$ cat config.mk
export PLATFORM = sky130hd
export DESIGN_NAME = ball_engine
export DESIGN_NICKNAME = d
export VERILOG_FILES = /design/src/rtl/ball_engine.sv
export SDC_FILE = /design/constraint.sdc
export NUM_CORES = 1
export LEC_CHECK = 0
export CAP_MARGIN = 25
export CORE_ASPECT_RATIO = 1.75
export CORE_MARGIN = 8
export CORE_UTILIZATION = 45
export CTS_CLUSTER_SIZE = 30
export DETAILED_ROUTE_END_ITERATION = 7
export PLACE_DENSITY_LB_ADDON = 0.3
export SLEW_MARGIN = 20
export SYNTH_ARGS = -nofsm -noshare
export SYNTH_HDL_FRONTEND = slang
export SYNTH_SLANG_ARGS = --single-unit
$ cat constraint.sdc
create_clock -name game_clk -period 10.2 [get_ports game_clk]
set_input_delay 2.04 -clock game_clk [delete_from_list [all_inputs] [get_ports game_clk]]
set_output_delay 2.04 -clock game_clk [all_outputs]
set_load 0.02 [all_outputs]
$ cat src/rtl/ball_engine.sv
// Pong ball controller: owns ball position, direction, speed, serve sequencing
// and point detection. Motion advances once per frame tick.
module ball_engine #(
  parameter int unsigned SCREEN_W         = 640,
  parameter int unsigned SCREEN_H         = 480,
  parameter int unsigned BALL_SIZE        = 10,
  parameter int unsigned PADDLE_W         = 30,
  parameter int unsigned PADDLE_H         = 200,
  parameter int unsigned START_X          = 310,
  parameter int unsigned START_Y          = 235,
  parameter int unsigned MAX_SPEED        = 4,
  parameter int unsigned HITS_PER_SPEEDUP = 4,
  parameter int unsigned SERVE_DELAY      = 60
) (
  input  logic       game_clk,
  input  logic       rst,
  input  logic       tick,
  input  logic       serve,
  input  logic [9:0] p1_x,
  input  logic [9:0] p1_y,
  input  logic [9:0] p2_x,
  input  logic [9:0] p2_y,
  output logic [9:0] x,
  output logic [9:0] y,
  output logic       point_p1,
  output logic       point_p2,
  output logic [3:0] speed,
  output logic [7:0] rally,
  output logic [1:0] state
);

  localparam int unsigned HitW = (HITS_PER_SPEEDUP > 0) ? $clog2(HITS_PER_SPEEDUP + 1) : 1;
  localparam int unsigned DlyW = (SERVE_DELAY > 0) ? $clog2(SERVE_DELAY + 1) : 1;

  // All geometry is compared in 11 bits so sums near the screen edge never wrap.
  localparam logic [10:0] BallW  = 11'(BALL_SIZE);
  localparam logic [10:0] PadW   = 11'(PADDLE_W);
  localparam logic [10:0] PadH   = 11'(PADDLE_H);
  localparam logic [10:0] XMax   = 11'(SCREEN_W - BALL_SIZE);
  localparam logic [10:0] YMax   = 11'(SCREEN_H - BALL_SIZE);
  localparam logic [9:0]  StartX = 10'(START_X);
  localparam logic [9:0]  StartY = 10'(START_Y);

  typedef enum logic [1:0] {
    StIdle      = 2'd0,
    StServeWait = 2'd1,
    StPlay      = 2'd2,
    StScored    = 2'd3
  } state_e;

  state_e            state_q, state_d;
  logic [9:0]        x_q, x_d, y_q, y_d;
  logic              dx_q, dx_d, dy_q, dy_d;
  logic              serve_dir_q, serve_dir_d;
  logic [3:0]        speed_q, speed_d;
  logic [7:0]        rally_q, rally_d;
  logic [HitW-1:0]   hit_cnt_q, hit_cnt_d;
  logic [DlyW-1:0]   delay_cnt_q, delay_cnt_d;
  logic              point_p1_q, point_p1_d, point_p2_q, point_p2_d;

  logic [10:0] x_w, y_w, spd_w, p1x_w, p1y_w, p2x_w, p2y_w;
  logic        p1_y_ovl, p2_y_ovl, p1_hit, p2_hit, goal_l, goal_r;

  assign x_w   = {1'b0, x_q};
  assign y_w   = {1'b0, y_q};
  assign spd_w = {7'b0, speed_q};
  assign p1x_w = {1'b0, p1_x};
  assign p1y_w = {1'b0, p1_y};
  assign p2x_w = {1'b0, p2_x};
  assign p2y_w = {1'b0, p2_y};

  assign p1_y_ovl = (y_w + BallW > p1y_w) && (y_w < p1y_w + PadH);
  assign p2_y_ovl = (y_w + BallW > p2y_w) && (y_w < p2y_w + PadH);
  assign p1_hit   = !dx_q && (x_w <= p1x_w + PadW) && (x_w + BallW > p1x_w) && p1_y_ovl;
  assign p2_hit   = dx_q && (x_w + BallW >= p2x_w) && (x_w < p2x_w + PadW) && p2_y_ovl;
  assign goal_l   = !dx_q && (x_w < spd_w);
  assign goal_r   = dx_q && (x_w + spd_w > XMax);

  always_comb begin
    state_d     = state_q;
    x_d         = x_q;
    y_d         = y_q;
    dx_d        = dx_q;
    dy_d        = dy_q;
    serve_dir_d = serve_dir_q;
    speed_d     = speed_q;
    rally_d     = rally_q;
    hit_cnt_d   = hit_cnt_q;
    delay_cnt_d = delay_cnt_q;
    point_p1_d  = 1'b0;
    point_p2_d  = 1'b0;

    case (state_q)
      StIdle: begin
        x_d = StartX;
        y_d = StartY;
        if (serve) state_d = StServeWait;
      end

      StServeWait: begin
        if (tick) begin
          if (32'(delay_cnt_q) + 32'd1 >= SERVE_DELAY) begin
            state_d     = StPlay;
            delay_cnt_d = '0;
          end else begin
            delay_cnt_d = delay_cnt_q + DlyW'(1);
          end
        end
      end

      StPlay: begin
        if (tick) begin
          // Paddles take priority over goals; the ball is snapped flush to the paddle face.
          if (p1_hit) begin
            dx_d = 1'b1;
            x_d  = 10'(p1x_w + PadW);
          end else if (p2_hit) begin
            dx_d = 1'b0;
            x_d  = 10'(p2x_w - BallW);
          end else if (goal_l) begin
            x_d         = '0;
            point_p2_d  = 1'b1;
            serve_dir_d = 1'b0;
            state_d     = StScored;
          end else if (goal_r) begin
            x_d         = 10'(XMax);
            point_p1_d  = 1'b1;
            serve_dir_d = 1'b1;
            state_d     = StScored;
          end else if (dx_q) begin
            x_d = 10'(x_w + spd_w);
          end else begin
            x_d = 10'(x_w - spd_w);
          end

          if (!dy_q && (y_w < spd_w)) begin
            y_d  = '0;
            dy_d = 1'b1;
          end else if (dy_q && (y_w + spd_w > YMax)) begin
            y_d  = 10'(YMax);
            dy_d = 1'b0;
          end else if (dy_q) begin
            y_d = 10'(y_w + spd_w);
          end else begin
            y_d = 10'(y_w - spd_w);
          end

          if (p1_hit || p2_hit) begin
            if (rally_q != 8'hff) rally_d = rally_q + 8'd1;
            if (32'(hit_cnt_q) + 32'd1 >= HITS_PER_SPEEDUP) begin
              hit_cnt_d = '0;
              if (32'(speed_q) + 32'd1 > MAX_SPEED) speed_d = 4'(MAX_SPEED);
              else                                  speed_d = speed_q + 4'd1;
            end else begin
              hit_cnt_d = hit_cnt_q + HitW'(1);
            end
          end
        end
      end

      StScored: begin
        // Serve back toward the player who conceded; vertical direction carries over.
        x_d         = StartX;
        y_d         = StartY;
        dx_d        = serve_dir_q;
        speed_d     = 4'd1;
        rally_d     = '0;
        hit_cnt_d   = '0;
        delay_cnt_d = '0;
        state_d     = StServeWait;
      end

      default: state_d = StIdle;
    endcase
  end

  always_ff @(posedge game_clk or negedge rst) begin
    if (!rst) begin
      state_q     <= StIdle;
      x_q         <= StartX;
      y_q         <= StartY;
      dx_q        <= 1'b1;
      dy_q        <= 1'b1;
      serve_dir_q <= 1'b1;
      speed_q     <= 4'd1;
      rally_q     <= '0;
      hit_cnt_q   <= '0;
      delay_cnt_q <= '0;
      point_p1_q  <= 1'b0;
      point_p2_q  <= 1'b0;
    end else begin
      state_q     <= state_d;
      x_q         <= x_d;
      y_q         <= y_d;
      dx_q        <= dx_d;
      dy_q        <= dy_d;
      serve_dir_q <= serve_dir_d;
      speed_q     <= speed_d;
      rally_q     <= rally_d;
      hit_cnt_q   <= hit_cnt_d;
      delay_cnt_q <= delay_cnt_d;
      point_p1_q  <= point_p1_d;
      point_p2_q  <= point_p2_d;
    end
  end

  assign x        = x_q;
  assign y        = y_q;
  assign point_p1 = point_p1_q;
  assign point_p2 = point_p2_q;
  assign speed    = speed_q;
  assign rally    = rally_q;
  assign state    = state_q;

endmodule
==> results of run 1 <==
-- sequential cells by signal, summed over array words and instances, names as in the netlist --
register / count
speed: 4
y: 10
delay_cnt_q: 6
point_p1: 1
dy_q: 1
hit_cnt_q: 3
serve_dir_q: 1
rally: 8
state: 2
point_p2: 1
dx_q: 1
x: 10
-- metrics by stage --
| step | area [um^2] | utilization [%] | instances |
|---|---|---|---|
| final | 7690 | 52.4 | 1056 |
| after global routing | 7690 | 52.4 | 1056 |
| after CTS | 7690 | 52.4 | 1056 |
| after detailed placement | 7520 | 51.2 | 1048 |
| after global placement | 7520 | 51.2 | 1048 |
| after floorplan | 6640 | - | 817 |
-- layout by cell type (no fill, tap or decap), drive strengths merged, types with 11 or more instances in the layout --
master / instances
nand2: 49
dfrtp: 33
xor2: 12
nand4: 17
nand3: 27
clkdlybuf4s50: 78
o21ai: 41
xnor2: 50
ha: 108
nor2: 57
a211o: 11
a31oi: 13
nor3: 26
dfstp: 15
a21oi: 58
inv: 69
a21o: 15
and3: 14
-- cells by family (layout without fill, tap and decap cells) --
family / count (synthesis) / count (layout)
buffers and inverters: 102 / 158
XOR/XNOR: 62 / 62
AND/OR/NAND/NOR: 250 / 250
flip-flops: 48 / 48
AO/OA/AOI/OAI: 236 / 236
adder cells (fa/ha/maj): 112 / 112
multiplexers: 7 / 7
-- metal layers --
layer | GRT usage (%) | part of all wire [%] | up-vias | routed length [um]
li1 | - | - | 3127 | -
met1 | 20.6 | 37 | 3026 | 7270
met2 | 37.5 | 53 | 178 | 10300
met3 | 2.95 | 4.6 | 71 | 900
met4 | 13.1 | 5.6 | 0 | 1100
met5 | 0 | 0 | - | 0
-- layout make-up --
type | count | area (um^2) | area share, %
clock inverter | 3 | 46.3 | 0.602
clock buffer | 5 | 125 | 1.63
multi-input combinational | 667 | 5010 | 65.1
tap | 183 | 229 | 2.98
sequential | 48 | 1220 | 15.9
timing repair buffer | 82 | 808 | 10.5
inverter | 68 | 255 | 3.32
-- worst paths after layout --
kind                           startpoint              to  slack [ns]  cells after the start
min reg2reg                delay_cnt_q[1]  delay_cnt_q[1]        0.51                      2
max reg2reg                          y[4]        rally[1]        5.94                     12
min                        delay_cnt_q[1]  delay_cnt_q[1]        0.51                      2
max                               p2_x[1]        rally[4]        4.48                     14
max in group asynchronous             rst            x[3]        7.91                      2
min in group asynchronous             rst            y[4]        1.84                      2
-- worst max-delay path: stages --
cell	delay [ns]
clkdlybuf4s50_1	0.55
inv_1	0.13
ha_1	0.25
and3_1	0.23
xnor2_1	0.13
ha_1	0.19
a2111oi_0	0.46
nand3_1	0.15
a22o_1	0.27
nor4_4	0.25
buf_4	0.28
o21ai_2	0.27
o311a_1	0.42
a211o_1	0.26
-- power groups by stage --
stage	combinational (uW)	sequential [uW]	clock, uW
after floorplan	348	256	0
after global placement	499	262	0
after detailed placement	505	262	0
after CTS	507	259	200
after global routing	561	263	208
final	506	259	197
==> metrics.txt, run 1 <==
total of cells resized after clock tree synthesis=0; detailed router's first-iteration violation count=271; share of flip-flops with an asynchronous set or reset=100%; fmax=175 MHz; vias in the first global route=6410; clock buffers created by TritonCTS=5; final net count=1028; post-DP HPWL=15.3 mm; required time reported for the critical path endpoint=10.38 ns; launching element type of the critical path=input pin; switching component of the power=426 uW; Static Leak=0.00338 uW; CTS H-tree lvls=2; initial core utilization=45.2%; worst hold slack=0.507 ns; minimum setup slack in the final design=4.48 ns; pre-CTS WS=4.19 ns; Max Root-Sink Buffers=2; part of the power in registers=26.9%; Reg clk slew, reported paths=0.07 ns; Simple-Gate Fraction of Synth Area=20.1%; worst-path maximum fanout=21; height of the die=177 um; count of antenna diodes in the layout=0; number of vias per cell=6.06; most numerous cell in the Yosys netlist=ha_1; CTS sink count=48; number of synthesized flops with an enable pin=0; number of register bits inferred by synthesis=48; clock share of power=20.4%; worst setup skew after layout=0.00797 ns; biggest area consumer among synthesized cells=ha_1; Clock Tree Root=clkbuf_16; DRC violation count after routing=0; arrival time worst endpoint=5.90 ns; setup fix buffers added after clock tree synthesis=0; mux share of post-synthesis cell area=1.09%; Synth top cells by count=108 x ha_1, 68 x inv_1, 57 x nor2_1, 56 x a21oi_1, 50 x xnor2_1; count of buffers from port buffering=79; top_reg_cell synth=dfrtp_1; combinational power share=52.7%; Area Growth Syn to Fin=15.8%; total routed wirelength=19.5 mm; warning count from the yosys run=0; number of antenna violations at the first check in global routing=0; relative slew slack=30.7%; final estimated routing congestion in global placement=0.909; syn nets=973; number of unique standard cell types used by synthesis=83; die area=19100 um^2; sum of negative setup slack=0 ns; DR vias=6402; row count=59; hold-fix buffer count after cts=0; share of final-layout standard cells stronger than drive strength 1=6.30%; post-DR wirelength/cell=18.5 um; dominant combinational cell family by area after synthesis=compound AO/OA/AOI/OAI gates; Final setup violation count=0; synthesized area divided by synthesized cell count=8.13 um^2; status=complete, no violations; adder and majority cell fraction of the synthesized area=21.5%; Max VDD drop=0.000167 V; sequential share of the synthesized area=18.4%; fin crit period=5.72 ns; area fraction in compound gates after synthesis=24.5%; pin count of the biggest net entering global routing=49; CP Class=in2reg; Internal Dissipation=536 uW; core area=14700 um^2; Design Power=962 uW; Boundary Pins=80; Hold/Removal Path Class=reg2reg; Die W=108 um; Period Utilization, post-route=56.0%; remaining antenna violation count=0; area of the mapped netlist=6640 um^2; GRT Residual Overflow=0; wire length of the first global-routing pass=31.4 mm; power density cells=125 nW/um^2; # fillers=1391; TritonCTS clock tree=yes; fraction of synthesized cell area in xor and xnor cells=8.17%; gate count of the mapped netlist=817; nature of the critical path endpoint=register; share of Yosys cell area claimed by the top area cell type=20.3%; worst-skew pair later-pin latency=0.30 ns; Pins Over Slew Limit=0; overall fraction of global-route tracks in use=20.4%; unrepaired setup endpoints after global routing=no; count of TritonRoute iterations in the first routing pass=5; maximum capacitance violations=0; total count of hold-check failures in the final report=0; largest cells by area after synthesis=ha_1 20%, dfrtp_1 12%, xnor2_1 6.6%; switching part of the total power=44.3%; Worst Tran Pin Value=1.04 ns
(Power assumes the default switching activity.)
==> run 2: changes to the inputs <==
clock period = 5.4 ns   (was 10.2 ns; I/O delays follow)
==> run 2 against run 1 <==
Against the previous run: clock-buffer cell count is the same; non-clock buffer count grew 2; global-route usage grew 0.58 points; cell count grew 0.19%; critical path depth shrank 1; sequential share of layout area is essentially flat; clock skew shrank 0.00099 ns; design area grew 0.20%.
==> metrics.txt, run 2 (synthesis results as in run 1) <==
Final setup violation count=0; Reg clk slew, reported paths=0.07 ns; row count=59; vias in the first global route=6683; die area=19100 um^2; fin crit period=4.75 ns; GRT Residual Overflow=0; total routed wirelength=19.9 mm; count of buffers from port buffering=79; CTS sink count=48; initial core utilization=45.2%; setup fix buffers added after clock tree synthesis=0; unrepaired setup endpoints after global routing=no; share of final-layout standard cells stronger than drive strength 1=6.51%; relative slew slack=30.1%; worst setup skew after layout=0.00698 ns; area taken by flip-flops and latches=1220 um^2; DR vias=6477; pre-CTS WS=0.376 ns; met3 Use GR=3.10%; count of antenna diodes in the layout=0; required time reported for the critical path endpoint=5.58 ns; CP Class=in2reg; most used cells in the layout excluding fill and tap cells=108 x ha_1, 78 x clkdlybuf4s50_1, 68 x inv_1; Period Utilization, post-route=87.9%; critical path cell sequence=clkdlybuf4s50_1 -> inv_1 -> ha_1 -> and3_1 -> xnor2_1 -> ha_1 -> a2111oi_0 -> nand3_1 -> a22o_1 -> nor4_4 -> o21ai_2 -> o311a_1 -> a211o_1; post-DP HPWL=15.8 mm; Max VDD drop=0.000373 V; Boundary Pins=80; # fillers=1385; sum of negative setup slack=0 ns; power density cells=238 nW/um^2; remaining antenna violation count=0; arrival time worst endpoint=4.92 ns; Pins Over Slew Limit=0; total of cells resized after clock tree synthesis=0; CTS H-tree lvls=2; GRT busiest layer=met2; slowest CP cell=a2111oi_0; nature of the critical path endpoint=register; Worst Tran Pin Value=1.04 ns; status=complete, no violations; Die W=108 um; area of the multi-input gates=5010 um^2; core area=14700 um^2; buffer and inverter count on the worst path=2; Hold/Removal Path Class=reg2reg; most common library cell in the layout ignoring fill and taps=ha_1; minimum setup slack in the final design=0.655 ns; fmax=211 MHz; final net count=1030; most used cell, CP=ha_1; fraction of met2 tracks used by global routing=38.5%; DRC violation count after routing=0; hold-fix buffer count after cts=0; height of the die=177 um; final estimated routing congestion in global placement=0.954; Max Root-Sink Buffers=2; Clock Tree Root=clkbuf_16; pin count of the biggest net entering global routing=49; biggest cell delay along the critical path=0.66 ns; Area Growth Syn to Fin=16.0%; overall fraction of global-route tracks in use=20.9%; wire length of the first global-routing pass=32.3 mm; total count of hold-check failures in the final report=0; Crit path max-delay family=compound AO/OA/AOI/OAI gates; maximum capacitance violations=0; global-route met1 utilization=20.9%; launching element type of the critical path=input pin; Static Leak=0.00339 uW; worst-skew pair later-pin latency=0.30 ns; detailed router's first-iteration violation count=399; number of antenna violations at the first check in global routing=0; post-DR wirelength/cell=18.9 um; worst-path maximum fanout=12; clock buffers created by TritonCTS=5; count of TritonRoute iterations in the first routing pass=5; TritonCTS clock tree=yes; number of vias per cell=6.12
## run 2: cell type report
type                       count  share of cell area (%)
sequential                    48                    15.8
clock inverter                 3                   0.601
timing repair buffer          84                    10.7
inverter                      68                    3.31
tap                          183                    2.97
multi-input combinational    667                    65.0
clock buffer                   5                    1.62
## run 2: worst register-to-register path: cells and delay by family, from the launching register on
family                   cells  cell delay [ns]
AO/OA/AOI/OAI                7             1.84
flip-flops                   1             0.78
AND/OR/NAND/NOR              3             0.66
adder cells (fa/ha/maj)      1             0.32
XOR/XNOR                     1             0.29
buffers and inverters        1             0.26
## run 2: per-layer routing
layer  vias to the layer above  routed length, um
met5                         -                  0
met2                       197              10500
met4                         0               1190
met1                      3076               7440
met3                        76                824
li1                       3128                  -
## run 2: final timing paths
kind	depth (start not counted)	start	slack (ns)	to
max	13	p2_x[1]	0.65	rally[4]
min	2	delay_cnt_q[1]	0.51	delay_cnt_q[1]
max reg2reg	13	y[4]	1.18	dx_q
min reg2reg	2	delay_cnt_q[1]	0.51	delay_cnt_q[1]
max in group asynchronous	2	rst	4.08	state[0]
min in group asynchronous	2	rst	0.88	y[8]
## run 2: power breakdown
| group | switching (uW) | internal [uW] |
|---|---|---|
| combinational | 589 | 385 |
| sequential | 78.6 | 410 |
| clock | 153 | 221 |
## run 2: stage by stage
step,area [um^2],std cells,power (uW),hold slack (ns),utilization (%)
CTS,7710,1058,1840,0.517,52.5
floorplan,6640,817,1140,0.468,-
global route,7710,1058,1970,0.553,52.5
global placement,7540,1050,1450,0.494,51.3
detailed placement,7540,1050,1460,0.501,51.3
finish,7710,1058,1840,0.510,52.5
==> run 3: changes to the inputs <==
ABC_AREA = 1   (was default)
==> run 3 against run 2 <==
Against the previous run: via count increased by 7.1%; hold slack got worse by 0.011 ns; global-route usage increased by 0.27 points; die area increased by 3.1%; area after synthesis increased by 3.5%; synthesized cell count increased by 26%; combinational power increased to 2.7 times the previous value; clock skew increased by 0.0023 ns; design area increased by 3.2%; largest cell class unchanged.
==> metrics.txt, run 3 <==
most numerous cell in the Yosys netlist=nand2_1; biggest cell delay along the critical path=0.47 ns; GRT Residual Overflow=0; vias in the first global route=6998; top_reg_cell synth=dfrtp_1; final net count=1254; total routed wirelength=20.6 mm; fin crit period=4.16 ns; post-DR wirelength/cell=16.0 um; Static Leak=0.00413 uW; cell count of the worst reg-to-reg path=24; maximum capacitance violations=0; DRC violation count after routing=0; slowest CP cell=clkdlybuf4s50_1; most used cells in the layout excluding fill and tap cells=230 x nand2_1, 151 x inv_1, 108 x ha_1; hold-fix buffer count after cts=0; reg-to-reg setup timing slack=1.55 ns; Max Root-Sink Buffers=2; Final setup violation count=0; hold wc startpoint=serve_dir_q; # fillers=1556; Worst Tran Pin Value=0.650 ns; Period Utilization, post-route=77.0%; number of unique standard cell types used by synthesis=43; Clock Tree Root=clkbuf_16; number of vias per cell=5.40; total count of hold-check failures in the final report=0; relative slew slack=56.7%; area of the multi-input gates=4960 um^2; area taken by flip-flops and latches=1220 um^2; Crit path max-delay family=simple AND/OR/NAND/NOR gates; worst setup skew after layout=0.00929 ns; total of cells resized after clock tree synthesis=0; number of synthesized flops with an enable pin=0; minimum setup slack in the final design=1.24 ns; Max VDD drop=0.000291 V; pre-CTS WS=0.963 ns; detailed router's first-iteration violation count=341; share of Yosys cell area claimed by the top area cell type=19.7%; critical path cell sequence=clkdlybuf4s50_1 -> nor2_1 -> nand2_1 -> nor2_1 -> inv_1 -> nand3_1 -> xor2_1 -> ha_1 -> a21o_1 -> a21oi_1 -> nand2_1 -> a21oi_1 -> nand3_1 -> nor2_2 -> nor2_4 -> nand2_2 -> nand2_4 -> inv_2 -> nand2_1 -> o21ai_1; overall fraction of global-route tracks in use=21.2%; row count=60; remaining antenna violation count=0; sequential share of the synthesized area=17.7%; worst-skew pair later-pin latency=0.30 ns; Die W=109 um; unrepaired setup endpoints after global routing=no; buffer and inverter count on the worst path=3; count of antenna diodes in the layout=0; area of the mapped netlist=6870 um^2; warning count from the yosys run=0; syn nets=1182; number of cells traversed by the worst hold path=2; arrival time worst endpoint=4.37 ns; fmax=241 MHz; endpoint of the worst-slack reg-to-reg timing path=rally[6]; count of buffers from port buffering=79; sum of negative setup slack=0 ns; Hold Crit Endpoint=serve_dir_q; status=complete, no violations; most used cell, CP=nand2_1; Boundary Pins=80; count of TritonRoute iterations in the first routing pass=5; biggest area consumer among synthesized cells=ha_1; Hold/Removal Path Class=reg2reg; share of final-layout standard cells stronger than drive strength 1=5.37%; Pins Over Slew Limit=0; synthesized area divided by synthesized cell count=6.70 um^2; core area=15200 um^2; final estimated routing congestion in global placement=0.890; setup fix buffers added after clock tree synthesis=0; pin count of the biggest net entering global routing=49; share of flip-flops with an asynchronous set or reset=100%; most common library cell in the layout ignoring fill and taps=nand2_1; nature of the critical path endpoint=register; gate count of the mapped netlist=1026; post-DP HPWL=16.9 mm; CTS sink count=48; initial core utilization=45.3%; Worst R2R Start=y[1]; number of register bits inferred by synthesis=48; Reg clk slew, reported paths=0.07 ns; CTS H-tree lvls=2; launching element type of the critical path=input pin; wire length of the first global-routing pass=33.5 mm; number of antenna violations at the first check in global routing=0; Synth top cells by count=230 x nand2_1, 151 x inv_1, 108 x ha_1, 105 x nor2_1, 69 x nand3_1; die area=19600 um^2; DR vias=6937; Area Growth Syn to Fin=15.7%; power density cells=471 nW/um^2; height of the die=180 um; clock buffers created by TritonCTS=5; worst-path maximum fanout=11; largest cells by area after synthesis=ha_1 20%, nand2_1 13%, dfrtp_1 12%; TritonCTS clock tree=yes; required time reported for the critical path endpoint=5.62 ns; CP Class=in2reg
run 3: cell count changes after synthesis, moves of 12 or more:
cell	before	now
and3_1	14	0
nor2_1	57	105
xnor2_1	50	8
xor2_1	12	52
nand3_1	27	69
inv_1	68	151
a21o_1	15	3
clkbuf_1	21	5
nand2_1	48	230
run 3: final cells by class:
class                      instances  share of cell area, %
clock buffer                       6                   1.75
tap                              186                   2.92
timing repair buffer              81                   10.1
clock inverter                     2                  0.173
sequential                        48                   15.3
inverter                         157                   7.41
multi-input combinational        805                   62.4
run 3: metal layers:
metal  part of all wire, %  global-route usage, %  vias to the layer above  wire (um)
met5                     0                      0                        -          0
met4                   5.1                   12.6                        0       1060
met3                   3.7                   2.11                       56        763
met2                    53                   39.3                      161      10900
met1                    38                   21.7                     3219       7890
li1                      -                      -                     3501          -
run 3: worst min-delay path: cells and delay by family, from the launching register on:
kind             cells  cell delay (ns)
flip-flops           1             0.37
AND/OR/NAND/NOR      2             0.13
run 3: cell families (layout without fill, tap and decap cells):
| group | after synthesis | count (layout) | share of synthesized area (%) |
|---|---|---|---|
| AND/OR/NAND/NOR | 477 | 477 | 30.9 |
| buffers and inverters | 173 | 246 | 10.1 |
| AO/OA/AOI/OAI | 156 | 156 | 12.8 |
| adder cells (fa/ha/maj) | 112 | 112 | 20.8 |
| XOR/XNOR | 60 | 60 | 7.64 |
| flip-flops | 48 | 48 | 17.7 |
run 3: worst max-delay path by stage:
stage,depth (start not counted),to,start
floorplan,19,x[2],p1_x[1]
global placement,17,x[1],p1_x[3]
detailed placement,19,rally[6],p1_x[3]
CTS,19,rally[6],p1_x[3]
global route,20,rally[6],p1_x[3]
finish,20,rally[6],p1_x[3]
run 3: power breakdown:
part | leakage [uW] | total [uW] | switching, uW | internal [uW]
Sequential | 0.000599 | 732 | 250 | 482
Combinational | 0.00346 | 2680 | 1660 | 1020
Clock | 0.0000772 | 337 | 151 | 186
Total | 0.00413 | 3750 | 2060 | 1690
run 3: through the flow:
step | power, uW | hold slack, ns | utilization, % | std cells | area, um^2
floorplan | 2580 | 0.479 | - | 1026 | 6870
global placement | 3380 | 0.490 | 51.5 | 1277 | 7800
detailed placement | 3410 | 0.492 | 51.5 | 1277 | 7800
CTS | 3770 | 0.502 | 52.5 | 1285 | 7960
global route | 4140 | 0.517 | 52.5 | 1285 | 7960
finish | 3750 | 0.499 | 52.5 | 1285 | 7960
